$ cat config.mk
export PLATFORM = sky130hd
export DESIGN_NAME = nvdla_dbb_burst_bridge
export DESIGN_NICKNAME = d
export VERILOG_FILES = /design/src/rtl/nvdla_dbb_burst_bridge.sv
export SDC_FILE = /design/constraint.sdc
export NUM_CORES = 1
export LEC_CHECK = 0
export BUFFER_PORTS_ARGS = -buffer_cell sky130_fd_sc_hd__buf_2
export CELL_PAD_IN_SITES_DETAIL_PLACEMENT = 1
export CELL_PAD_IN_SITES_GLOBAL_PLACEMENT = 2
export CORE_ASPECT_RATIO = 0.9
export CORE_MARGIN = 10
export CORE_UTILIZATION = 32
export CTS_CLUSTER_DIAMETER = 100
export DETAILED_ROUTE_END_ITERATION = 16
export PLACE_DENSITY_LB_ADDON = 0.1
export SYNTH_ARGS = -nofsm -noshare
export SYNTH_HDL_FRONTEND = slang
export SYNTH_SLANG_ARGS = --single-unit
$ cat constraint.sdc
create_clock -name clk_i -period 3.26 [get_ports clk_i]
set_input_delay 0.652 -clock clk_i [delete_from_list [all_inputs] [get_ports clk_i]]
set_output_delay 0.652 -clock clk_i [all_outputs]
set_load 0.02 [all_outputs]
$ cat src/rtl/nvdla_dbb_burst_bridge.sv
// rtl/nvdla_dbb_burst_bridge.sv - DBB write/read burst to HWPE streamer bridge
// Write path and queued read path share one round-robin start arbiter.
module nvdla_dbb_burst_bridge #(
    parameter int unsigned DW   = 64,
    parameter int unsigned AW   = 32,
    parameter int unsigned IDW  = 8,
    parameter int unsigned LENW = 4,
    parameter int unsigned OTD  = 4
) (
    input  logic              clk_i,
    input  logic              rst_i,
    input  logic              clear_i,
    input  logic              wr_req_valid_i,
    output logic              wr_req_ready_o,
    input  logic [AW-1:0]     wr_req_addr_i,
    input  logic [LENW-1:0]   wr_req_len_i,
    input  logic [IDW-1:0]    wr_req_id_i,
    input  logic              rd_req_valid_i,
    output logic              rd_req_ready_o,
    input  logic [AW-1:0]     rd_req_addr_i,
    input  logic [LENW-1:0]   rd_req_len_i,
    input  logic [IDW-1:0]    rd_req_id_i,
    input  logic              wr_dat_valid_i,
    output logic              wr_dat_ready_o,
    input  logic [DW-1:0]     wr_dat_data_i,
    input  logic [DW/8-1:0]   wr_dat_strb_i,
    input  logic              wr_dat_last_i,
    output logic              wr_rsp_valid_o,
    input  logic              wr_rsp_ready_i,
    output logic [IDW-1:0]    wr_rsp_id_o,
    output logic              rd_dat_valid_o,
    input  logic              rd_dat_ready_i,
    output logic [DW-1:0]     rd_dat_data_o,
    output logic [IDW-1:0]    rd_dat_id_o,
    output logic              rd_dat_last_o,
    output logic              sink_start_o,
    output logic              src_start_o,
    input  logic              sink_ready_i,
    input  logic              src_ready_i,
    output logic [AW-1:0]     xfer_addr_o,
    output logic [LENW:0]     xfer_beats_o,
    output logic              mem_wr_valid_o,
    input  logic              mem_wr_ready_i,
    output logic [DW-1:0]     mem_wr_data_o,
    output logic [DW/8-1:0]   mem_wr_strb_o,
    input  logic              mem_rd_valid_i,
    output logic              mem_rd_ready_o,
    input  logic [DW-1:0]     mem_rd_data_i,
    output logic              err_o
);

    localparam int unsigned PW = $clog2(OTD);
    localparam int unsigned CW = PW + 1;
    localparam logic [CW-1:0] FULL_CNT = CW'(OTD);
    localparam logic [LENW:0] ONE_BEAT = (LENW+1)'(1);

    typedef enum logic [1:0] {W_IDLE, W_START, W_DATA, W_RESP} w_state_t;
    typedef enum logic [1:0] {R_IDLE, R_START, R_DATA} r_state_t;

    w_state_t        w_st;
    r_state_t        r_st;
    logic [AW-1:0]   w_addr;
    logic [LENW-1:0] w_len, wcnt, r_len, rcnt;
    logic [IDW-1:0]  w_id, r_id;
    logic            err_q, prio_wr;

    logic [AW-1:0]   q_addr [OTD];
    logic [LENW-1:0] q_len  [OTD];
    logic [IDW-1:0]  q_id   [OTD];
    logic [PW-1:0]   wr_ptr, rd_ptr;
    logic [CW-1:0]   q_cnt;

    logic w_req, r_req, w_gnt, r_gnt;
    logic w_data, r_data, w_beat, r_beat, w_last, r_last;
    logic q_full, q_empty, push, pop;

    assign q_full  = (q_cnt == FULL_CNT);
    assign q_empty = (q_cnt == '0);
    assign push    = rd_req_valid_i && !q_full;
    assign pop     = r_gnt;

    // Round-robin only matters when both paths want a start in the same cycle.
    assign w_req = (w_st == W_START) && sink_ready_i;
    assign r_req = (r_st == R_START) && src_ready_i;
    assign w_gnt = w_req && (!r_req || prio_wr);
    assign r_gnt = r_req && (!w_req || !prio_wr);

    assign w_data = (w_st == W_DATA);
    assign r_data = (r_st == R_DATA);
    assign w_last = (wcnt == w_len);
    assign r_last = (rcnt == r_len);
    assign w_beat = w_data && wr_dat_valid_i && mem_wr_ready_i;
    assign r_beat = r_data && mem_rd_valid_i && rd_dat_ready_i;

    assign wr_req_ready_o = (w_st == W_IDLE);
    assign rd_req_ready_o = !q_full;
    assign sink_start_o   = w_gnt;
    assign src_start_o    = r_gnt;
    assign mem_wr_valid_o = w_data && wr_dat_valid_i;
    assign wr_dat_ready_o = w_data && mem_wr_ready_i;
    assign mem_wr_data_o  = wr_dat_data_i;
    assign mem_wr_strb_o  = wr_dat_strb_i;
    assign wr_rsp_valid_o = (w_st == W_RESP);
    assign wr_rsp_id_o    = w_id;
    assign rd_dat_valid_o = r_data && mem_rd_valid_i;
    assign mem_rd_ready_o = r_data && rd_dat_ready_i;
    assign rd_dat_data_o  = mem_rd_data_i;
    assign rd_dat_id_o    = r_id;
    assign rd_dat_last_o  = r_data && r_last;
    assign err_o          = err_q;

    always_comb begin
        xfer_addr_o  = '0;
        xfer_beats_o = '0;
        if (w_gnt) begin
            xfer_addr_o  = w_addr;
            xfer_beats_o = {1'b0, w_len} + ONE_BEAT;
        end else if (r_gnt) begin
            xfer_addr_o  = q_addr[rd_ptr];
            xfer_beats_o = {1'b0, q_len[rd_ptr]} + ONE_BEAT;
        end
    end

    always_ff @(posedge clk_i or posedge rst_i) begin
        if (rst_i) begin
            w_st <= W_IDLE; w_addr <= '0; w_len <= '0; w_id <= '0; wcnt <= '0; err_q <= 1'b0;
        end else if (clear_i) begin
            w_st <= W_IDLE; w_addr <= '0; w_len <= '0; w_id <= '0; wcnt <= '0; err_q <= 1'b0;
        end else begin
            // The master's last flag is only audited; the beat counter decides the burst end.
            if (w_beat && (wr_dat_last_i != w_last)) err_q <= 1'b1;
            case (w_st)
                W_IDLE: if (wr_req_valid_i) begin
                    w_addr <= wr_req_addr_i;
                    w_len  <= wr_req_len_i;
                    w_id   <= wr_req_id_i;
                    wcnt   <= '0;
                    w_st   <= W_START;
                end
                W_START: if (w_gnt) w_st <= W_DATA;
                W_DATA: if (w_beat) begin
                    if (w_last) w_st <= W_RESP;
                    else        wcnt <= wcnt + LENW'(1);
                end
                W_RESP: if (wr_rsp_ready_i) w_st <= W_IDLE;
                default: w_st <= W_IDLE;
            endcase
        end
    end

    always_ff @(posedge clk_i or posedge rst_i) begin
        if (rst_i) begin
            r_st <= R_IDLE; r_len <= '0; r_id <= '0; rcnt <= '0;
            wr_ptr <= '0; rd_ptr <= '0; q_cnt <= '0; prio_wr <= 1'b1;
        end else if (clear_i) begin
            r_st <= R_IDLE; r_len <= '0; r_id <= '0; rcnt <= '0;
            wr_ptr <= '0; rd_ptr <= '0; q_cnt <= '0; prio_wr <= 1'b1;
        end else begin
            if (w_req && r_req) prio_wr <= !prio_wr;
            if (push) wr_ptr <= wr_ptr + PW'(1);
            if (pop)  rd_ptr <= rd_ptr + PW'(1);
            q_cnt <= q_cnt + CW'(push) - CW'(pop);
            case (r_st)
                R_IDLE: if (!q_empty) r_st <= R_START;
                R_START: if (r_gnt) begin
                    r_len <= q_len[rd_ptr];
                    r_id  <= q_id[rd_ptr];
                    rcnt  <= '0;
                    r_st  <= R_DATA;
                end
                R_DATA: if (r_beat) begin
                    if (r_last) r_st <= q_empty ? R_IDLE : R_START;
                    else        rcnt <= rcnt + LENW'(1);
                end
                default: r_st <= R_IDLE;
            endcase
        end
    end

    always_ff @(posedge clk_i) begin
        if (push) begin
            q_addr[wr_ptr] <= rd_req_addr_i;
            q_len[wr_ptr]  <= rd_req_len_i;
            q_id[wr_ptr]   <= rd_req_id_i;
        end
    end

endmodule

=== After elaboration in Yosys (flattened, before gate mapping) ===
Memory sizes are Yosys's and may differ from the RTL's.
Index checks and enable logic that the tools add are counted.

* Bits in registers: 77
* Memory bits (writable): 176
* Bits of input ports: 237
* Output and inout bits: 200
* Logic and storage cells: 137
* Memories kept: 3

{| class="wikitable"
|+ Memory list
! memory !! words !! width !! read ports !! clocked after memory_dff !! write ports !! line !! source
|-
| q_addr || 4 || 32 || 1 || 0 || 1 || 67 || <nowiki>logic [AW-1:0] q_addr [OTD];</nowiki>
|-
| q_id || 4 || 8 || 1 || 0 || 1 || 69 || <nowiki>logic [IDW-1:0] q_id [OTD];</nowiki>
|-
| q_len || 4 || 4 || 1 || 0 || 1 || 68 || <nowiki>logic [LENW-1:0] q_len [OTD];</nowiki>
|}

* Add/subtract/negate cells: 8
* Equality and inequality tests: 20
* Multiplexer cells: 54
* Reductions and logical operators: 38

{| class="wikitable"
|+ Operators by type and width
! cell !! number
|-
| $mux W32 || 5
|-
| $mux W4 || 14
|-
| $mux W8 || 6
|-
| $mux W2 || 15
|-
| $ne A3 B3 Y1 const B || 6
|-
| $pmux W4 S2 || 2
|-
| $ne A3 B2 Y1 const B || 5
|-
| $logic_and A1 B1 Y1 || 14
|-
| $reduce_bool A2 Y1 || 7
|-
| $reduce_and A4 Y1 || 3
|-
| $add A4 B1 Y5 const B || 2
|-
| $mux W5 || 2
|-
| $add A4 B1 Y4 const B || 2
|-
| $eq A4 B4 Y1 || 2
|-
| $pmux W2 S4 || 1
|-
| $mux W1 || 7
|-
| $eq A2 B2 Y1 const B || 3
|-
| $pmux W2 S3 || 1
|-
| $reduce_bool A3 Y1 || 2
|-
| $reduce_and A5 Y1 || 1
|-
| $add A2 B1 Y2 const B || 2
|-
| $eq A2 B1 Y1 const B || 2
|-
| $logic_not A1 Y1 || 4
|-
| $logic_not A2 Y1 || 2
|-
| other kinds (8) || 10
|}

=== Depth between registers and ports, before layout ===
* Depth in word-level cells: 8
* Gate-level depth with buffers: 13
* Depth with buffers taken out: 11

=== Worst setup path before layout ===
Ideal clock, no wire load.

* Path kind: input to register
* Start point: input port src_ready_i
* End point: register q_cnt[2]
* Setup time: 0.132 ns
* Arrival: 2.381 ns
* Data required time: 3.128 ns
* Path slack: 0.748 ns
* Stages on the path: 12
* Path buffers: 2
* Cell sequence: nand3b_4 -> a31o_1 -> buf_6 -> inv_6 -> buf_2 -> ha_1 -> inv_1 -> ha_1 -> inv_1 -> fa_1 -> xnor2_1 -> nor2_1

* Word-level cells in the longest chain between the ends: 4

{| class="wikitable"
|+ Ends and longest elaborated chain
! what !! line !! source
|-
| start, declared || 39 || <nowiki>input logic src_ready_i,</nowiki>
|-
| $logic_and A1 B1 Y1 || 84 || <nowiki>assign r_req = (r_st == R_START) && src_ready_i;</nowiki>
|-
| $logic_and A1 B1 Y1 || 86 || <nowiki>assign r_gnt = r_req && (!w_req || !prio_wr);</nowiki>
|-
| via src_start_o || 37 || <nowiki>output logic src_start_o,</nowiki>
|-
| $sub A3 B1 Y3 || 162 || <nowiki>q_cnt <= q_cnt + CW'(push) - CW'(pop);</nowiki>
|-
| $mux W3 || 155 || <nowiki>end else if (clear_i) begin</nowiki>
|-
| end signal, assigned || 162 ||
|-
| end, declared || 71 || <nowiki>logic [CW-1:0] q_cnt;</nowiki>
|}

The timed path passes the listed nets, and every way through them passes these cells.
A chain may end at the register's enable or synchronous reset.

=== Worst setup path after layout ===
* Start point: register w_st[1]
* End point: output port xfer_addr_o[0]

* Word-level cells in the longest chain between the ends: 7
* Elaborated cells between the ends (all ways): 8
* Classes of those cells: eq/ne: 1; mux: 2; reduce/logical: 5

{| class="wikitable"
|+ Ends and longest elaborated chain
! what !! line !! source
|-
| start, declared || 60 || <nowiki>w_state_t w_st;</nowiki>
|-
| start signal, assigned || 126 || <nowiki>w_st <= W_IDLE; w_addr <= '0; w_len <= '0; w_id <= '0; wcnt <= '0; err_q <= 1'b0;</nowiki>
|-
| start signal, assigned || 128 || <nowiki>w_st <= W_IDLE; w_addr <= '0; w_len <= '0; w_id <= '0; wcnt <= '0; err_q <= 1'b0;</nowiki>
|-
| start signal, assigned || 138 || <nowiki>w_st <= W_START;</nowiki>
|-
| $eq A2 B1 Y1 * || 83 || <nowiki>assign w_req = (w_st == W_START) && sink_ready_i;</nowiki>
|-
| $logic_and A1 B1 Y1 * || 83 ||
|-
| $logic_not A1 Y1 || 86 ||
|-
| $logic_or A1 B1 Y1 || 86 ||
|-
| $logic_and A1 B1 Y1 || 86 ||
|-
| $mux W32 || 118 || <nowiki>end else if (r_gnt) begin</nowiki>
|-
| $mux W32 * || 115 || <nowiki>if (w_gnt) begin</nowiki>
|-
| end, declared || 40 || <nowiki>output logic [AW-1:0] xfer_addr_o,</nowiki>
|}

Every way passes the cells marked *; elsewhere a longest branch is shown, timed or not.

==> impl_metrics.toml <==
[finish]
drive_gt1_share_pct = 32.23
stdcell_area_sq_um = 12730
fin_util_pct = 36.33
syn_to_final_growth_pct = 12.19
fillerInstances = 3689
nets = 1107

[floorplan]
core_sq_um = 35050
start_util_pct = 32.38
ios = 437
dieHeight_um = 198.7
die_w_um = 218.5
fp.dieArea_sq_um = 43410
rows = 65

[place]
io_buffer_count = 164
gp_congestion = 0.7306
post-dp-hpwl_um = 24780
placed_area_sq_um = 11800

[worst_setup_path]
end_kind = "output pin"
crit_fanout = 14
r2r_cells = 11
required_ns = 2.61
r2r_start = "w_st[1]"
cp-endpoint = "xfer_addr_o[0]"
crit_arrival_ns = 2.47
worst_setup_path_start_kind = "register"
r2r-end = "q_cnt[2]"
critical_path_class = "register to output pin"
cp-startpoint = "w_st[1]"
r2r_setup_slack_ns = 0.74

[detailed_routing]
wl_per_cell_um = 25.70
ant_nets = 0
via_count = 6633
drtPass1Iterations = 4
via_per_inst = 4.913
route.detailed.drc = 0
first_iter_violations = 305
wl_um = 34700

[clocking]
cts_tree = "yes"
ctsRootBufferMaster = "clkbuf_16"
cts_buffers = 29
clockBufferDepth = 3
cts_max_level = 1
clkLatencyLatePin_ns = 0.57
clk_pin_slew_ns = 0.06
cts_sinks = 253

[yosys]
synth_area_sq_um = 11350
ys_warn_count = 0
synth_nets = 1063
ys_types = 48
syn_avg_cell_area_sq_um = 13.99
synth.yosys.seq_area_share_pct = 63.55
synth_edf_count = 176
synthCells = 811
async_flop_share_pct = 30.43
ys_ff_latch = 253
ys.flop_type = "edfxtp_1"

[power_and_ir_drop]
p_sw_w = 0.002898
seqPwrFrac_pct = 43.2
peakVddDrop_uv = 378.0
sw_frac_of_total_pct = 30.68
power.total_w = 0.009448
power.leakage_nw = 4.911
p_clk_share_pct = 32.6
combPwrFrac_pct = 24.1
p_per_area_nw_per_um2 = 742.0
p_int_w = 0.006549

[grt]
grt_pass1_vias = 7332
grt_max_degree = 45
antenna_found_initial = 7
grt_overflow = 0
grt_pass1_wl_um = 49830
grt_usage_pct = 15.38

[sta]
worstMarginPinSlew_ns = 1.058
period_minus_slack_ns = 3.126
hold_viol_final = 0
fin_skew_ns = 0.01934
slew_headroom_pct = 29.45
slew_violations = 0
setup_violations = 0
finalCritPeriodShare_pct = 95.89
fin_setup_tns_ns = 0
fmax_mhz = 319.9

[flow_run]
drv_cap = 0

[run_status]
status = "finished, final reports clean"

[min_path]
holdCritPathClass = "primary input to async pin"
worst min-delay path by stage:
| stage | slack, ns | end |
|---|---|---|
| final | 0.17 | q_cnt[2] |
| after global routing | 0.20 | r_st[0] |
| after CTS | 0.17 | r_st[0] |
| after detailed placement | 0.50 | err_o |
| after global placement | 0.47 | err_o |
| after floorplan | 0.50 | w_addr[0] |
state kept, by name, summed over array words and instances (netlist names):
register and cells:
w_addr 32, wcnt 4, w_st 2, rd_dat_id_o 8
r_st 2, w_len 4, prio_wr 1, q_addr 128
q_cnt 3, err_o 1, q_len 16, rcnt 4
r_len 4, rd_ptr 2, wr_ptr 2, q_id 32
wr_rsp_id_o 8
power by group through the flow:
stage | sequential (W) | combinational [W] | clock, W
5_1_grt | 0.00413 | 0.00251 | 0.00332
3_5_place_dp | 0.00418 | 0.00230 | 0
4_1_cts | 0.00409 | 0.00235 | 0.00319
6_report | 0.00408 | 0.00228 | 0.00308
2_1_floorplan | 0.00413 | 0.00170 | 0
3_3_place_gp | 0.00415 | 0.00226 | 0
final cells by class:
cell class | count | area, sq um | share of cell area (%)
Tap cell | 469 | 586.8 | 4.608
Multi-Input combinational cell | 373 | 2910 | 22.86
Antenna cell | 3 | 7.507 | 0.05896
Inverter | 12 | 52.55 | 0.4127
Clock inverter | 8 | 80.08 | 0.6289
Sequential cell | 253 | 7218 | 56.69
Clock buffer | 46 | 809.5 | 6.357
Timing Repair Buffer | 186 | 1069 | 8.391
per-stage QoR:
stage	setup slack [ns]	hold WS [ns]	std cells
after detailed placement	0.5320	0.4987	1289
after global routing	-0.0003508	0.1980	1347
after global placement	0.5262	0.4721	1289
after CTS	0.02118	0.1675	1347
final	0.1339	0.1653	1350
after floorplan	0.6430	0.5018	811
cells in the final DEF (no fill, tap or decap), types with 3 or more instances in the layout:
| cell | Yosys | routed |
|---|---|---|
| o22ai_1 | 3 | 3 |
| clkinv_1 | 0 | 3 |
| edfxtp_1 | 176 | 176 |
| mux2i_1 | 3 | 3 |
| buf_2 | 11 | 164 |
| inv_1 | 10 | 9 |
| xor2_1 | 4 | 4 |
| buf_4 | 137 | 15 |
| nor2_1 | 17 | 17 |
| nand4_1 | 4 | 4 |
| dfrtp_1 | 76 | 74 |
| and3_2 | 0 | 4 |
| clkbuf_1 | 22 | 15 |
| nand3_1 | 6 | 6 |
| a21oi_1 | 58 | 58 |
| nand2_1 | 124 | 123 |
| nand2b_1 | 4 | 4 |
| mux4_2 | 44 | 44 |
| clkbuf_16 | 0 | 29 |
| diode_2 | 0 | 3 |
| a22o_1 | 33 | 33 |
| and2_1 | 5 | 4 |
| xnor2_1 | 15 | 15 |
| buf_12 | 0 | 6 |
| ha_1 | 14 | 14 |
| o21ai_0 | 6 | 6 |
what timing repair did:
action | CTS | global route
hold buffers | 0 | 0
endpoints found under the setup margin | 2 | 19
gates resized for setup | 0 | 2
buffers inserted | 4 | 0
critical path, stage by stage, from the launching register on:
cell and delay, ns:
dfrtp_1 0.40, inv_1 0.10, ha_1 0.21, nand2_1 0.11
or2_2 0.39, inv_2 0.10, buf_4 0.22, a22o_1 0.19
buf_2 0.17
logic make-up (layout without fill, tap and decap cells):
logic type                 after synthesis  after routing  share of synthesized area [%]
muxes                                   48             48                          9.095
xor gates and xnor gates                19             19                          1.466
and+or+nand+nor                        178            178                          6.791
DFF                                    253            253                          63.55
adders and majority gates               15             15                          1.720
AOI/OAI and AO/OA                      113            113                          6.493
buffers and inverters                  185            252                          10.88
other                                    0              3                              0
cells in the mapped netlist, types with 3 or more instances:
library cell,count,share of area [%]
a21oi_1,58,2.6
a22o_1,33,2.5
and2_1,5,0.28
and3_1,4,0.22
buf_2,11,0.49
buf_4,137,9.1
clkbuf_1,22,0.73
dfrtp_1,76,17
edfxtp_1,176,47
ha_1,14,1.5
inv_1,10,0.33
mux2i_1,3,0.26
mux4_2,44,8.7
nand2_1,124,4.1
nand2b_1,4,0.22
nand3_1,6,0.26
nand4_1,4,0.22
nor2_1,17,0.56
o21ai_0,6,0.26
o22ai_1,3,0.17
xnor2_1,15,1.2
xor2_1,4,0.31
layer usage:
layer / global-route usage (%) / routed length [um] / up-vias
met5: 0.9501 / 106 / -
met2: 25.32 / 16840 / 296
met3: 7.077 / 3564 / 101
met1: 17.06 / 12870 / 3336
met4: 5.704 / 1314 / 10
li1: - / - / 2890
No activity file was read; power rests on OpenSTA's default activity.
